`src/rtl/bingo_call_marker.sv`:
```
// bingo_call_marker
// Turns keypad presses into two-digit called numbers, rejects bad or repeated
// calls, marks them on a fixed 15-number card and reports line/bingo status.
//
// Ports:
//   i_clk          system clock
//   i_rstn         asynchronous active-low reset
//   i_start_game   game-running level from the keyboard controller
//   i_num_count    keyboard press counter; any change is one press
//   i_cascade_reg  [7:4] previous key, [3:0] newest key
//   o_mark_mask    bit i set when card entry i has been called
//   o_line         bit r set when all five entries of row r are marked
//   o_bingo        all 15 entries marked (sticky)
//   o_last_num     last accepted called number
//   o_call_count   number of accepted calls
//   o_range_err    one-cycle pulse: bad digit or out-of-range value
//   o_dup_err      one-cycle pulse: number already called
//   o_overrun      one-cycle pulse: press dropped while busy
module bingo_call_marker #(
  parameter int unsigned  MAX_NUM = 90,
  parameter logic [104:0] CARD    = 105'h0
) (
  input  logic        i_clk,
  input  logic        i_rstn,
  input  logic        i_start_game,
  input  logic [1:0]  i_num_count,
  input  logic [7:0]  i_cascade_reg,
  output logic [14:0] o_mark_mask,
  output logic [2:0]  o_line,
  output logic        o_bingo,
  output logic [6:0]  o_last_num,
  output logic [6:0]  o_call_count,
  output logic        o_range_err,
  output logic        o_dup_err,
  output logic        o_overrun
);

  localparam logic [6:0] MaxNum = 7'(MAX_NUM);

  typedef enum logic [2:0] {
    StIdle,
    StWaitD1,
    StWaitD2,
    StCheck,
    StCommit,
    StDone
  } state_e;

  state_e r_state;
  state_e w_state_next;

  logic [1:0]       r_nc;
  logic [3:0]       r_tens;
  logic [3:0]       r_units;
  logic [MAX_NUM:1] r_called;
  logic [14:0]      r_mark_mask;
  logic [2:0]       r_line;
  logic             r_bingo;
  logic [6:0]       r_last_num;
  logic [6:0]       r_call_count;
  logic             r_range_err;
  logic             r_dup_err;
  logic             r_overrun;

  logic        w_press;
  logic [6:0]  w_val;
  logic        w_range_bad;
  logic        w_dup;
  logic [14:0] w_match;
  logic        w_latch;
  logic        w_accept;
  logic        w_range_pulse;
  logic        w_dup_pulse;
  logic        w_overrun_pulse;
  logic        w_status_upd;

  // The start key's own press lands while start_game is still low, so it is ignored here.
  assign w_press = i_start_game && (i_num_count != r_nc);

  // Digits above 9 are rejected below, so wrap-around of this sum never matters.
  assign w_val       = ({3'b000, r_tens} * 7'd10) + {3'b000, r_units};
  assign w_range_bad = (r_tens > 4'd9) || (r_units > 4'd9) || (w_val == 7'd0) ||
                       (w_val > MaxNum);
  assign w_dup       = r_called[w_val];

  // Card entries of 0 or above MAX_NUM can never match a legal call.
  always_comb begin
    logic [6:0] w_entry;
    w_match = '0;
    w_entry = '0;
    for (int i = 0; i < 15; i++) begin
      w_entry    = CARD[7*i +: 7];
      w_match[i] = (w_entry == w_val) && (w_entry != 7'd0) && (w_entry <= MaxNum);
    end
  end

  always_ff @(posedge i_clk or negedge i_rstn) begin
    if (!i_rstn) begin
      r_state <= StIdle;
    end else begin
      r_state <= w_state_next;
    end
  end

  always_comb begin
    w_state_next    = r_state;
    w_latch         = 1'b0;
    w_accept        = 1'b0;
    w_range_pulse   = 1'b0;
    w_dup_pulse     = 1'b0;
    w_overrun_pulse = 1'b0;
    w_status_upd    = 1'b0;
    unique case (r_state)
      StIdle: begin
        if (i_start_game) w_state_next = StWaitD1;
      end
      StWaitD1: begin
        if (w_press) w_state_next = StWaitD2;
      end
      StWaitD2: begin
        if (w_press) begin
          if (i_cascade_reg[3:0] == 4'hA) begin
            w_state_next = StWaitD1;
          end else begin
            w_latch      = 1'b1;
            w_state_next = StCheck;
          end
        end
      end
      StCheck: begin
        w_overrun_pulse = w_press;
        if (w_range_bad) begin
          w_range_pulse = 1'b1;
          w_state_next  = StWaitD1;
        end else if (w_dup) begin
          w_dup_pulse  = 1'b1;
          w_state_next = StWaitD1;
        end else begin
          w_accept     = 1'b1;
          w_state_next = StCommit;
        end
      end
      StCommit: begin
        // The mask already holds this call, so it can decide DONE directly.
        w_overrun_pulse = w_press;
        w_status_upd    = 1'b1;
        w_state_next    = (&r_mark_mask) ? StDone : StWaitD1;
      end
      StDone: begin
        w_state_next = StDone;
      end
      default: begin
        w_state_next = StIdle;
      end
    endcase
    // Dropping start_game abandons any partial pair from every state.
    if (!i_start_game) begin
      w_state_next  = StIdle;
      w_latch       = 1'b0;
      w_accept      = 1'b0;
      w_range_pulse = 1'b0;
      w_dup_pulse   = 1'b0;
    end
  end

  always_ff @(posedge i_clk or negedge i_rstn) begin
    if (!i_rstn) begin
      r_nc         <= '0;
      r_tens       <= '0;
      r_units      <= '0;
      r_called     <= '0;
      r_mark_mask  <= '0;
      r_line       <= '0;
      r_bingo      <= 1'b0;
      r_last_num   <= '0;
      r_call_count <= '0;
      r_range_err  <= 1'b0;
      r_dup_err    <= 1'b0;
      r_overrun    <= 1'b0;
    end else begin
      r_nc        <= i_num_count;
      r_range_err <= w_range_pulse;
      r_dup_err   <= w_dup_pulse;
      r_overrun   <= w_overrun_pulse;
      if (w_latch) begin
        r_tens  <= i_cascade_reg[7:4];
        r_units <= i_cascade_reg[3:0];
      end
      // Results become visible in the same cycle an error pulse would.
      if (w_accept) begin
        r_called[w_val] <= 1'b1;
        r_last_num      <= w_val;
        r_mark_mask     <= r_mark_mask | w_match;
        if (r_call_count != MaxNum) r_call_count <= r_call_count + 7'd1;
      end
      if (w_status_upd) begin
        r_line[0] <= &r_mark_mask[4:0];
        r_line[1] <= &r_mark_mask[9:5];
        r_line[2] <= &r_mark_mask[14:10];
        r_bingo   <= r_bingo | (&r_mark_mask);
      end
    end
  end

  assign o_mark_mask  = r_mark_mask;
  assign o_line       = r_line;
  assign o_bingo      = r_bingo;
  assign o_last_num   = r_last_num;
  assign o_call_count = r_call_count;
  assign o_range_err  = r_range_err;
  assign o_dup_err    = r_dup_err;
  assign o_overrun    = r_overrun;

endmodule

```
`config.mk`:
```
export PLATFORM = sky130hd
export DESIGN_NAME = bingo_call_marker
export DESIGN_NICKNAME = d
export VERILOG_FILES = /design/src/rtl/bingo_call_marker.sv
export SDC_FILE = /design/constraint.sdc
export NUM_CORES = 1
export LEC_CHECK = 0
export ABC_CLOCK_PERIOD_IN_PS = 3560
export BUFFER_PORTS_ARGS = -buffer_cell sky130_fd_sc_hd__buf_4
export CORE_ASPECT_RATIO = 0.5
export CORE_MARGIN = 2
export CORE_UTILIZATION = 44
export DETAILED_ROUTE_END_ITERATION = 12
export SLEW_MARGIN = 20
export SYNTH_ARGS = -nofsm -noshare
export SYNTH_HDL_FRONTEND = slang
export SYNTH_SLANG_ARGS = --single-unit
export TNS_END_PERCENT = 30
```
`constraint.sdc`:
```
create_clock -name i_clk -period 3.56 [get_ports i_clk]
set_input_delay 1.068 -clock i_clk [delete_from_list [all_inputs] [get_ports i_clk]]
set_output_delay 1.068 -clock i_clk [all_outputs]
set_load 0.05 [all_outputs]
```
==> results by group <==
Synth
  – Post-synth EDFFs: 0
  – Post-synthesis cell area: 5850 um^2
  – Synth async-reset ratio: 100%
  – Syn. warnings: 0
  – Syn_area_per_cell: 12.4 um^2
  – Synth cell types: 62
  – Synth Flop Type: dfrtp_1
  – Syn Inst Count: 471
  – Synth Register Bits: 120
  – Seq/Total Area, Yosys: 51.3%

Min path
  – Worst Hold Depth: 1
  – Hold crit path type: reg -> reg

Final layout
  – Synth-to-Final Area Change: 23.2%
  – Nets@finish: 570
  – Commonest non-fill, non-tap cell in the layout: dfrtp_1
  – Final Cell Area: 7210 um^2
  – Post-Route Utilization: 56.3%
  – Fraction of layout cells with a size suffix above 1: 30.1%
  – # diodes: 0
  – Most frequent cells in the layout: 119 x dfrtp_1, 94 x a21o_1, 68 x buf_4, 21 x nor2_1, 19 x conb_1

Detailed routing
  – Via density: 5.45
  – Routed length per instance: 18.8 um
  – Drt pass-1 iters: 4
  – Antenna Nets Post-Route: 0
  – Remaining DRCs: 0
  – Vias: 3,975
  – DR iter-0 viols: 361
  – Routed WL: 13,700 um

Placed design
  – Placement Cell Area: 6490 um^2
  – I/O Buffers: 29
  – Pre-CTS setup slack: 0.0392 ns
  – Final GP Congestion: 0.807
  – DP HPWL: 8950 um

Global routing
  – First-pass GRT wire length: 22,600 um
  – Largest net degree at the start of global routing: 47
  – Initial antenna violation count: 0
  – GRT Overall Usage: 20.9%
  – Grt ovf: 0
  – Number of global-route vias before repair: 4,131

CTS
  – Num CTS Buffers: 17
  – Root Buffer: clkbuf_16
  – CTS sink count: 120
  – Longest Clk Path Bufs: 2
  – TritonCTS clock tree: built
  – Clock-pin slew on the worst setup and hold paths: 0.06 ns
  – Post-CTS Hold Buffers: 0
  – H-tree lvl count: 4
  – Clk_lat worst skew: 0.42 ns

Setup path
  – Critical Path Most Common Cell: mux4_2
  – CP bufs+invs: 2
  – Crit-path slowest cell: fa_2
  – Crit end category: flop
  – WP depth: 11
  – Slowest stage delay, CP: 0.61 ns
  – Crit Path Class: reg -> reg
  – R2r worst-path depth: 11
  – Critical Path AT: 3.85 ns
  – Worst Path Max Fanout: 17
  – Crit path launch type: flop
  – Cells along the critical path: ha_2, fa_2, buf_4, mux4_2, mux4_2, nand2_1, a21oi_4, nor3_4, buf_6, and3_4, a21o_1
  – Top cell family by delay on the critical path: multiplexers
  – Critical path data required time: 3.92 ns

Timing
  – Slew @ Worst Pin: 0.579 ns
  – Fin. Hold Viols: 0
  – Fmax: 287 MHz
  – Final setup TNS: 0 ns
  – Post-route minimum period: 3.49 ns
  – Setup WS post-layout: 0.0701 ns
  – Fin. max-slew vios: 0
  – Tcrit/Tclk final: 98.0%
  – Final setup skew: 0.0110 ns
  – Final setup fails: 0
  – RSZ-0062 raised after global routing: yes
  – Rel. slew slack: 61.3%

Floorplan
  – Core area: 12,800 um^2
  – Die Y: 85.6 um
  – Initial Utilization: 45.7%
  – Io pins: 49
  – Full die area: 14,300 um^2
  – Die X: 167 um
  – # rows: 29

Power
  – Leak: 4.09 nW
  – IR drop worst, VDD: 0.531 mV
  – Cell Pwr Density: 1090 nW/um^2

Flow run
  – Number of max-cap violations: 0

Outcome
  – Run status: completed
[cells in the mapped netlist, types with 6 or more instances]
cell type | instances | area, um^2
mux2_2 | 14 | 158
nor2_1 | 21 | 78.8
and3_1 | 7 | 43.8
ha_1 | 9 | 113
o21ai_0 | 6 | 30.0
buf_2 | 8 | 40.0
buf_4 | 24 | 180
a21oi_1 | 13 | 65.1
a21o_1 | 94 | 706
nand3_1 | 7 | 35.0
nand2_1 | 14 | 52.6
mux2i_1 | 14 | 140
nor3_1 | 9 | 45.0
mux4_2 | 16 | 360
nand4_1 | 6 | 37.5
dfrtp_1 | 120 | 3000
xnor2_1 | 8 | 70.1
[report_power, final]
part | switching, mW | internal [mW] | total, mW | leakage, nW
logic | 2.53 | 1.90 | 4.43 | 2.15
clock network | 0.651 | 1.09 | 1.75 | 0.286
registers | 0.138 | 1.54 | 1.68 | 1.65
[state kept, by name, indices dropped and copies added (netlist names), 2 cells and up]
register      flops
r_called         90
o_call_count      7
o_last_num        7
r_tens            4
r_units           4
r_state           3
r_nc              2
[layer usage]
layer	global-route usage, %	wire [um]	share of wire [%]	vias to the layer above
met3	4.85	695	5.1	20
met4	6.92	193	1.4	0
li1	-	-	-	1842
met5	0	0	0	-
met2	31.4	5980	44	102
met1	30.3	6870	50	2011
[repair_timing]
action                     in CTS  in global routing
setup endpoints to repair       5                101
cloned                          0                  1
resized for setup               1                 21
pin swaps                       0                  8
buffers inserted                0                  1
[metrics by stage]
step                power, mW  hold WS [ns]  instances
global placement         5.84         0.433        695
global route             8.30         0.462        729
CTS                      7.65         0.453        727
finish                   7.86         0.448        729
detailed placement       5.85         0.440        695
floorplan                4.21         0.420        489
[worst paths after layout]
| path | from | to | slack, ns |
|---|---|---|---|
| min in group asynchronous | i_rstn | r_called[54]$_DFFE_PN0P_ | 0.60 |
| min reg2reg | r_called[20]$_DFFE_PN0P_ | r_called[20]$_DFFE_PN0P_ | 0.45 |
| max in group asynchronous | i_rstn | r_tens[1]$_DFFE_PN0P_ | 2.25 |
| max | r_units[1]$_DFFE_PN0P_ | r_called[20]$_DFFE_PN0P_ | 0.07 |
| min | r_called[20]$_DFFE_PN0P_ | r_called[20]$_DFFE_PN0P_ | 0.45 |
| max reg2reg | r_units[1]$_DFFE_PN0P_ | r_called[20]$_DFFE_PN0P_ | 0.07 |
[worst reg2reg max path: cells and delay by family (launching register included)]
kind,cells,cell delay (ns)
AOI/OAI and AO/OA,2,0.22
adders and majority gates,2,0.81
buffers and inverters,2,0.44
DFF,1,0.39
muxes,2,0.85
and+or+nand+nor,3,0.71
[cell families after synthesis]
kind of cell,share of synthesized area (%)
AO/OA/AOI/OAI,17.6
buffers and inverters,5.62
flip-flops,51.3
other,0.0641
adder cells (fa/ha/maj),2.61
XOR/XNOR,2.16
multiplexers,11.2
AND/OR/NAND/NOR,9.40
[final cells by class]
cell class	instances	area [um^2]
clock inverters	12	139
flip-flops and latches	120	3000
repair buffers	78	688
inverters	6	22.5
fillers	1060	5600
multi-input cells	323	2680
well taps	170	213
clock buffers	20	467
(Power assumes the default switching activity.)
